--- src/rtl/vec_lsu.sv ---
// Per-thread load/store unit: scalar access or masked vector gather/scatter/strided access
// over a single-beat valid/ready memory port. Optional WAITING watchdog: define LSU_TIMEOUT_EN.
module vec_lsu #(
  parameter int VECTOR_SIZE    = 4,
  parameter int DATA_BITS      = 8,
  parameter int ADDR_BITS      = 8,
  parameter int TIMEOUT_CYCLES = 255
) (
  input  logic                             clk,
  input  logic                             reset,
  input  logic                             enable,
  input  logic [2:0]                       core_state,
  input  logic                             decoded_mem_read_enable,
  input  logic                             decoded_mem_write_enable,
  input  logic                             decoded_vector_mux,
  input  logic                             decoded_stride_mode,
  input  logic [ADDR_BITS-1:0]             rs,
  input  logic [DATA_BITS-1:0]             rt,
  input  logic [ADDR_BITS-1:0]             stride,
  input  logic [VECTOR_SIZE-1:0]           lane_mask,
  input  logic [VECTOR_SIZE*ADDR_BITS-1:0] v_rs,
  input  logic [VECTOR_SIZE*DATA_BITS-1:0] v_rt,
  output logic                             mem_read_valid,
  output logic [ADDR_BITS-1:0]             mem_read_address,
  input  logic                             mem_read_ready,
  input  logic [DATA_BITS-1:0]             mem_read_data,
  output logic                             mem_write_valid,
  output logic [ADDR_BITS-1:0]             mem_write_address,
  output logic [DATA_BITS-1:0]             mem_write_data,
  input  logic                             mem_write_ready,
  output logic [2:0]                       lsu_state,
  output logic [DATA_BITS-1:0]             lsu_out,
  output logic [VECTOR_SIZE*DATA_BITS-1:0] v_lsu_out,
  output logic                             lsu_error
);

  localparam int LANE_W = $clog2(VECTOR_SIZE);
  localparam int PTR_W  = LANE_W + 1;
  localparam logic [2:0] CORE_REQUEST = 3'b011;
  localparam logic [2:0] CORE_UPDATE  = 3'b110;

  typedef enum logic [2:0] {
    IDLE       = 3'd0,
    REQUESTING = 3'd1,
    WAITING    = 3'd2,
    ADDR_ADD   = 3'd3,
    DONE       = 3'd4
  } state_e;

  state_e                         state_q;
  logic                           is_read_q;
  logic                           is_vec_q;
  logic                           stride_mode_q;
  logic [ADDR_BITS-1:0]           rs_q;
  logic [DATA_BITS-1:0]           rt_q;
  logic [ADDR_BITS-1:0]           stride_q;
  logic [VECTOR_SIZE-1:0]         mask_q;
  logic [VECTOR_SIZE*ADDR_BITS-1:0] v_rs_q;
  logic [VECTOR_SIZE*DATA_BITS-1:0] v_rt_q;
  logic [PTR_W-1:0]               ptr_q;
  logic                           rd_valid_q;
  logic [ADDR_BITS-1:0]           rd_addr_q;
  logic                           wr_valid_q;
  logic [ADDR_BITS-1:0]           wr_addr_q;
  logic [DATA_BITS-1:0]           wr_data_q;
  logic [DATA_BITS-1:0]           lsu_out_q;
  logic [VECTOR_SIZE*DATA_BITS-1:0] v_lsu_out_q;

  logic [LANE_W-1:0]              lane_s;
  logic [ADDR_BITS-1:0]           lane_addr_d;
  logic [DATA_BITS-1:0]           lane_wdata_d;
  logic [PTR_W-1:0]               next_ptr_d;
  logic                           ready_s;

`ifdef LSU_TIMEOUT_EN
  localparam int TO_W = $clog2(TIMEOUT_CYCLES + 1);
  logic [TO_W-1:0] to_cnt_q;
  logic            lsu_error_q;
`else
  logic unused_timeout_s;
  assign unused_timeout_s = (TIMEOUT_CYCLES != 0);
`endif

  // Lowest enabled lane at or above 'from'; VECTOR_SIZE when none remains.
  function automatic logic [PTR_W-1:0] next_lane(input logic [VECTOR_SIZE-1:0] m,
                                                 input logic [PTR_W-1:0] from);
    logic [PTR_W-1:0] r;
    r = PTR_W'(VECTOR_SIZE);
    for (int i = VECTOR_SIZE - 1; i >= 0; i--) begin
      if (m[i] && (PTR_W'(i) >= from)) r = PTR_W'(i);
    end
    return r;
  endfunction

  // Current-lane address/data, next enabled lane and qualified handshake.
  always_comb begin
    lane_s       = ptr_q[LANE_W-1:0];
    lane_addr_d  = stride_mode_q ? (rs_q + stride_q * ADDR_BITS'(ptr_q))
                                 : v_rs_q[lane_s*ADDR_BITS +: ADDR_BITS];
    lane_wdata_d = v_rt_q[lane_s*DATA_BITS +: DATA_BITS];
    next_ptr_d   = next_lane(mask_q, ptr_q + PTR_W'(1));
    ready_s      = is_read_q ? (mem_read_ready && rd_valid_q)
                             : (mem_write_ready && wr_valid_q);
  end

  // Sequencer with registered memory-port and result outputs.
  always_ff @(posedge clk or posedge reset) begin
    if (reset) begin
      state_q       <= IDLE;
      is_read_q     <= 1'b0;
      is_vec_q      <= 1'b0;
      stride_mode_q <= 1'b0;
      rs_q          <= ADDR_BITS'(0);
      rt_q          <= DATA_BITS'(0);
      stride_q      <= ADDR_BITS'(0);
      mask_q        <= VECTOR_SIZE'(0);
      v_rs_q        <= (VECTOR_SIZE*ADDR_BITS)'(0);
      v_rt_q        <= (VECTOR_SIZE*DATA_BITS)'(0);
      ptr_q         <= PTR_W'(0);
      rd_valid_q    <= 1'b0;
      rd_addr_q     <= ADDR_BITS'(0);
      wr_valid_q    <= 1'b0;
      wr_addr_q     <= ADDR_BITS'(0);
      wr_data_q     <= DATA_BITS'(0);
      lsu_out_q     <= DATA_BITS'(0);
      v_lsu_out_q   <= (VECTOR_SIZE*DATA_BITS)'(0);
`ifdef LSU_TIMEOUT_EN
      to_cnt_q      <= TO_W'(0);
      lsu_error_q   <= 1'b0;
`endif
    end else if (enable) begin
      case (state_q)
        IDLE: begin
          if ((core_state == CORE_REQUEST) &&
              (decoded_mem_read_enable || decoded_mem_write_enable)) begin
            is_read_q     <= decoded_mem_read_enable;
            is_vec_q      <= decoded_vector_mux;
            stride_mode_q <= decoded_stride_mode;
            rs_q          <= rs;
            rt_q          <= rt;
            stride_q      <= stride;
            mask_q        <= lane_mask;
            v_rs_q        <= v_rs;
            v_rt_q        <= v_rt;
            ptr_q         <= next_lane(lane_mask, PTR_W'(0));
            state_q       <= REQUESTING;
          end else begin
            state_q <= IDLE;
          end
        end
        REQUESTING: begin
          if (is_vec_q && (mask_q == VECTOR_SIZE'(0))) begin
            state_q <= DONE;
          end else begin
            if (is_read_q) begin
              rd_valid_q <= 1'b1;
              rd_addr_q  <= is_vec_q ? lane_addr_d : rs_q;
            end else begin
              wr_valid_q <= 1'b1;
              wr_addr_q  <= is_vec_q ? lane_addr_d : rs_q;
              wr_data_q  <= is_vec_q ? lane_wdata_d : rt_q;
            end
`ifdef LSU_TIMEOUT_EN
            to_cnt_q <= TO_W'(0);
`endif
            state_q <= WAITING;
          end
        end
        WAITING: begin
          if (ready_s) begin
            rd_valid_q <= 1'b0;
            wr_valid_q <= 1'b0;
            if (is_read_q && is_vec_q) begin
              v_lsu_out_q[lane_s*DATA_BITS +: DATA_BITS] <= mem_read_data;
            end else if (is_read_q) begin
              lsu_out_q <= mem_read_data;
            end else begin
              lsu_out_q <= lsu_out_q;
            end
            state_q <= is_vec_q ? ADDR_ADD : DONE;
`ifdef LSU_TIMEOUT_EN
          end else if (to_cnt_q == TO_W'(TIMEOUT_CYCLES - 1)) begin
            // Watchdog abort: remaining lanes are abandoned.
            rd_valid_q  <= 1'b0;
            wr_valid_q  <= 1'b0;
            lsu_error_q <= 1'b1;
            state_q     <= DONE;
          end else begin
            to_cnt_q <= to_cnt_q + TO_W'(1);
`else
          end else begin
            state_q <= WAITING;
`endif
          end
        end
        ADDR_ADD: begin
          ptr_q   <= next_ptr_d;
          state_q <= (next_ptr_d == PTR_W'(VECTOR_SIZE)) ? DONE : REQUESTING;
        end
        DONE: begin
          if (core_state == CORE_UPDATE) begin
            state_q <= IDLE;
`ifdef LSU_TIMEOUT_EN
            lsu_error_q <= 1'b0;
`endif
          end else begin
            state_q <= DONE;
          end
        end
        default: begin
          state_q    <= IDLE;
          rd_valid_q <= 1'b0;
          wr_valid_q <= 1'b0;
        end
      endcase
    end
  end

  assign mem_read_valid    = rd_valid_q;
  assign mem_read_address  = rd_addr_q;
  assign mem_write_valid   = wr_valid_q;
  assign mem_write_address = wr_addr_q;
  assign mem_write_data    = wr_data_q;
  assign lsu_state         = state_q;
  assign lsu_out           = lsu_out_q;
  assign v_lsu_out         = v_lsu_out_q;
`ifdef LSU_TIMEOUT_EN
  assign lsu_error         = lsu_error_q;
`else
  assign lsu_error         = 1'b0;
`endif

endmodule

--- config.mk ---
export PLATFORM = sky130hd
export DESIGN_NAME = vec_lsu
export DESIGN_NICKNAME = d
export VERILOG_FILES = /design/src/rtl/vec_lsu.sv
export SDC_FILE = /design/constraint.sdc
export NUM_CORES = 1
export LEC_CHECK = 0
export ABC_CLOCK_PERIOD_IN_PS = 7500
export CORE_ASPECT_RATIO = 0.5
export CORE_MARGIN = 5
export CORE_UTILIZATION = 51
export CTS_CLUSTER_SIZE = 28
export DETAILED_ROUTE_END_ITERATION = 16
export PLACE_DENSITY = 0.91
export SYNTH_ARGS = -nofsm -noshare
export SYNTH_HDL_FRONTEND = slang
export SYNTH_SLANG_ARGS = --single-unit
--- constraint.sdc ---
create_clock -name clk -period 7.5 [get_ports clk]
set_clock_uncertainty 0.05 [all_clocks]
set_input_delay 1.5 -clock clk [delete_from_list [all_inputs] [get_ports clk]]
set_output_delay 1.5 -clock clk [all_outputs]
set_load 0.005 [all_outputs]
==> results.tsv, run 1 <==
metric	value	unit
CTS Buf Count	17	
Yosys reg bits	167	
Hold/Removal Path Class	register to register	
first-pass GRT wire length	32.6	mm
Setup Buffers After CTS	0	
final setup vio count	0	
Syn Nets	814	
syn_area_per_cell	11.8	µm²
commonest non-fill, non-tap cell in the layout	clkdlybuf4s50_1	
pin count of the biggest net entering global routing	108	
DRC viols	0	
worst path required time	7.71	ns
fin. max-slew vios	0	
Synth top area share	52.4	%
count of cell types in the netlist	53	
Final #Nets	985	
status	complete, no violations	
H-tree Lvls	4	
full die area	0.0184	mm²
GPL Wtd Cong	0.847	
Post-CTS Resized	0	
row cnt	32	
vias in the first global route	6338	
Critical Path Max Stage Delay	0.91	ns
Slew @ Worst Pin	1.22	ns
max-cap violations	0	
Worst Path Arrival	4.15	ns
final clock period utilization by the worst path	52.5	%
num ports	182	
VDD IR max	0.000213	V
1st-iter DRT viols	387	
top cells by area, synth	dfrtp_1 52%, mux2_2 9.0%, mux2_1 5.4%	
routed wl met2	10.1	mm
Met1 Wirelength	8.16	mm
initial antenna violation count	0	
post-DP HPWL	14.5	mm
DR top layer	met4	
Skew-Pair Late Insertion Delay	0.42	ns
Reg clk slew, reported paths	0.08	ns
most frequent cells in the layout	180 x clkdlybuf4s50_1, 166 x dfrtp_1, 109 x nand2_1	
TritonCTS clock tree	done	
leading area contributor after synthesis	dfrtp_1	
share of layout cells above drive strength 1	14.9	%
CTS Root Cell	clkbuf_16	
pwr/cell area	304	mW/mm²
Netlist Area Pre-Place	0.00798	mm²
max_slew headroom	18.6	%
slowest stage cell, crit path	dfrtp_2	
Inserted Diodes	0	
Die Wd	187	µm
port bufs	180	
DRT Pass-1 Iters	5	
critical-path maximum fanout	32	
Starting Density	51.9	%
EDFF count, synth	0	
routed len/inst	18.5	µm
Leakage	4.66	nW
hold_buf cts	0	
post-synthesis cell count	676	
part of the Yosys area used for sequential elements	52.4	%
crit path cell chain	nand2_1, fa_1, fa_1, inv_1, ha_1, a21o_1, a21oi_1, a21oi_1, mux2i_1, o21ai_0, o21ai_1	
f_max	254	MHz
routed wire length	19.7	mm
met3 WL post-DR	1.15	mm
DR vias/cell	5.48	
crit path capture type	register	
CTS Sinks	167	
die height	98.5	µm
via count	5834	
Max clock buf depth	2	
All-Layer GR Usage	22.1	%
Post-synth top flop	dfrtp_1	
final hold vios	0	
CP Launch Type	register	
synth warn	0	
post-synthesis async set-or-reset flop share	100	%
RSZ-0062 raised after global routing	no	
FILL cells	1061	
Area Growth Syn to Fin	32.0	%
setup TNS after final layout	0	ns
Detail Route Antenna Nets	0	
critical path class	register to register	
core area	0.0154	mm²
dpl ws	3.45	ns
Tmin final	3.94	ns
grt total ovfl	0	
Final WS setup	3.56	ns
worst paths after layout:
path                              start                   end  slack, ns  cells after the start
min in group asynchronous         reset            lsu_out[4]       1.60                      2
max                            ptr_q[0]  mem_write_address[6]       3.56                     11
max reg2reg                    ptr_q[0]  mem_write_address[6]       3.56                     11
min                        v_lsu_out[2]          v_lsu_out[2]       0.44                      2
max in group asynchronous         reset              ptr_q[0]       4.46                      3
min reg2reg                v_lsu_out[2]          v_lsu_out[2]       0.44                      2
cell families (layout without fill, tap and decap cells):
logic type                 Yosys count  after routing  synth area share, %
and+or+nand+nor                    167            167                 9.52
buffers and inverters               64            248                 3.34
muxes                              131            131                 20.5
xor gates and xnor gates             7              7                 1.13
DFF                                167            167                 52.4
adders and majority gates           26             26                 5.11
AOI/OAI and AO/OA                  113            113                 7.96
other                                1              1               0.0470
synth_stat cells, types with 3 or more instances:
library cell  instances
mux2i_1              13
a31oi_1               4
o21ai_0              32
a21oi_1              18
dfrtp_1             167
nor3b_1               3
or3_1                 3
ha_1                 15
clkbuf_1             13
mux2_1               38
inv_1                33
fa_1                 11
and2_1               10
nand2_1             110
buf_2                 9
buf_1                 6
nor2b_1               4
nand3b_1              3
and2_2                3
o21ai_1              41
nor2_1               16
mux4_2               16
xnor2_1               3
mux2_2               64
worst max-delay path: cells and delay by family (launching register included):
kind	cells	cell delay (ns)
fa+ha+maj	3	1.39
buf+inv	1	0.07
simple gates	1	0.17
flops	1	0.91
mux	1	0.14
compound gates	5	1.02
metal layers:
| metal | GRT usage [%] | vias to the layer above |
|---|---|---|
| met4 | 6.70 | 0 |
| li1 | - | 2679 |
| met2 | 39.4 | 201 |
| met5 | 0 | - |
| met1 | 27.0 | 2918 |
| met3 | 5.45 | 36 |
where the power goes:
group          internal [mW]  switching, mW
clock                  0.478          0.408
combinational          0.540          0.430
sequential              1.14          0.210
total                   2.16           1.05
through the flow:
step / hold slack, ns / total power [mW] / utilization, % / cells / area, µm²
final: 0.441 / 3.21 / 68.5 / 1064 / 10500
after global routing: 0.463 / 3.40 / 68.5 / 1064 / 10500
after CTS: 0.443 / 3.22 / 68.5 / 1064 / 10500
after detailed placement: 0.425 / 2.33 / 64.6 / 1032 / 9930
after global placement: 0.415 / 2.26 / 64.6 / 1032 / 9930
after floorplan: 0.409 / 1.92 / - / 676 / 7980
layout make-up:
class	instances	area [µm²]	share of cell area, %
Inverter	33	129	1.22
Multi-Input combinational cell	445	3540	33.6
Tap cell	204	255	2.42
Sequential cell	167	4180	39.7
Clock inverter	15	181	1.72
Clock buffer	17	425	4.04
Timing Repair Buffer	183	1820	17.3
(Power assumes the default switching activity.)
==> run 2: changes to the inputs <==
Settings changed: ABC_CLOCK_PERIOD_IN_PS 7500 to 3400, CORE_UTILIZATION 51 to 46, PLACE_DENSITY 0.91 to 0.87.
Clock period 7.5 ns to 3.4 ns, I/O delays scaled along.
==> results.tsv, run 2 (same netlist as run 1, synthesis figures left out) <==
metric	value	unit	change
status	complete, no violations		
core area	0.0172	mm²	+12%
num ports	182		unchanged
design area	0.0108	mm²	+2.2%
first-pass GRT wire length	31.7	mm	-2.8%
FILL cells	1250		+18%
Inserted Diodes	0		unchanged
Final #Nets	997		+1.2%
GPL Wtd Cong	0.851		+0.45%
1st-iter DRT viols	304		-21%
final setup vio count	0		unchanged
routed wire length	19.9	mm	+0.88%
crit path capture type	register		
worst path required time	3.68	ns	-4.03 ns
Detail Route Antenna Nets	0		unchanged
H-tree Lvls	4		unchanged
CP Launch Type	register		
DR vias/cell	5.27		-3.8%
VDD IR max	0.000444	V	+110%
grt total ovfl	0		unchanged
pin count of the biggest net entering global routing	55		-49%
CTS Buf Count	17		unchanged
die height	103	µm	+4.8%
final clock period utilization by the worst path	98.4	%	+46 points
crit path cell chain	and2_4, fa_1, inv_1, fa_1, inv_2, ha_4, nor2b_1, o21a_1, o31a_1, or3_1, a31o_1, o31ai_2		
CTS Sinks	167		unchanged
Reg clk slew, reported paths	0.07	ns	about the same
Final WS setup	0.0542	ns	-3.51 ns
max_slew headroom	38.1	%	+20 points
final hold slack	0.435	ns	-0.00574 ns
All-Layer GR Usage	20.1	%	-2.0 points
Starting Density	46.4	%	-5.5 points
pwr/cell area	668	mW/mm²	+120%
DRC viols	0		unchanged
port bufs	180		unchanged
CP dominant cell by count	fa_1		
Hold/Removal Path Class	register to register		
vias in the first global route	5961		-5.9%
total power	7.20	mW	+120%
post-DP HPWL	14.9	mm	+3.0%
via count	5832		-0.034%
initial antenna violation count	0		unchanged
multi-input logic area	0.00359	mm²	+1.4%
share of layout cells above drive strength 1	17.0	%	+2.1 points
Skew-Pair Late Insertion Delay	0.43	ns	about the same
Leakage	4.74	nW	+1.7%
critical-path maximum fanout	6		-81%
full die area	0.0202	mm²	+10%
Final Core Density	62.7	%	-5.9 points
Area Growth Syn to Fin	35.0	%	
Slew @ Worst Pin	0.926	ns	-0.291 ns
Critical Path Max Stage Delay	0.49	ns	-0.42 ns
f_max	299	MHz	+18%
commonest non-fill, non-tap cell in the layout	clkdlybuf4s50_1		
final hold vios	0		unchanged
TritonCTS clock tree	done		
max-cap violations	0		unchanged
routed len/inst	18.0	µm	-2.9%
slowest stage cell, crit path	fa_1		
Storage cell area	0.00418	mm²	about the same
Max clock buf depth	2		unchanged
most frequent cells in the layout	180 x clkdlybuf4s50_1, 165 x dfrtp_1, 109 x nand2_1		
row cnt	34		+6.3%
DRT Pass-1 Iters	7		+2
Tmin final	3.35	ns	-0.592 ns
hold_buf cts	0		unchanged
non-filler cells, final	1106		+3.9%
CTS Root Cell	clkbuf_16		
fin. max-slew vios	0		unchanged
dpl ws	0.0549	ns	-3.39 ns
setup TNS after final layout	0	ns	unchanged
Placed Cells	1073		+4.0%
Die Wd	196	µm	+5.0%
critical path class	register to register		
Worst Path Arrival	3.63	ns	-0.52 ns
DP Area	0.0101	mm²	+1.9%
RSZ-0062 raised after global routing	yes		
==> run 2: cell count changes in the layout (fill, tap and decap cells not counted), moves of 2 or more <==
cell	previous run	this run
buf_4	3	10
clkinv_4	2	4
ha_4	0	3
inv_6	7	4
and2_1	10	8
buf_12	0	4
and2_4	0	3
clkinv_8	4	0
clkbuf_8	0	2
ha_1	15	12
==> run 2: power breakdown <==
group / leakage (nW) / internal (mW) / switching, mW
combinational: 2.23 / 1.26 / 1.05
sequential: 2.21 / 2.52 / 0.366
clock: 0.303 / 1.15 / 0.856
==> run 2: cell type report <==
cell class	instances	area share, %
clock inverter	13	1.46
clock buffer	19	4.20
tap	234	2.72
multi-input combinational	445	33.4
inverter	33	1.18
sequential	167	38.8
timing repair buffer	195	18.3
==> run 2: final timing paths <==
path                            start                    to  slack (ns)  cells after the start
max                          ptr_q[1]  mem_write_address[7]        0.05                     12
min                        v_rt_q[17]            v_rt_q[17]        0.44                      1
max reg2reg                  ptr_q[1]  mem_write_address[7]        0.05                     12
min reg2reg                v_rt_q[17]            v_rt_q[17]        0.44                      1
max in group asynchronous       reset            v_rs_q[25]        1.86                      3
min in group asynchronous       reset        mem_read_valid        0.69                      2
==> run 2: timing repair <==
action                                  4_1_cts  5_1_grt
setup buffers                                 0        1
gates resized for setup                       0        6
endpoints found under the setup margin        0        3
==> run 2: layer usage <==
| metal | part of all wire, % | global-route usage (%) | up-vias | wire (µm) |
|---|---|---|---|---|
| met3 | 5.1 | 4.31 | 24 | 1020 |
| met5 | 0 | 0 | - | 0 |
| li1 | - | - | 2710 | - |
| met4 | 1.2 | 6.33 | 0 | 248 |
| met1 | 43 | 25.4 | 2923 | 8480 |
| met2 | 51 | 35.3 | 175 | 10100 |
==> run 2: critical path, delay by kind of cell, from the launching register on <==
kind | cells | cell delay [ns]
buf+inv | 2 | 0.10
fa+ha+maj | 3 | 1.22
simple gates | 3 | 0.59
flops | 1 | 0.45
compound gates | 4 | 0.84
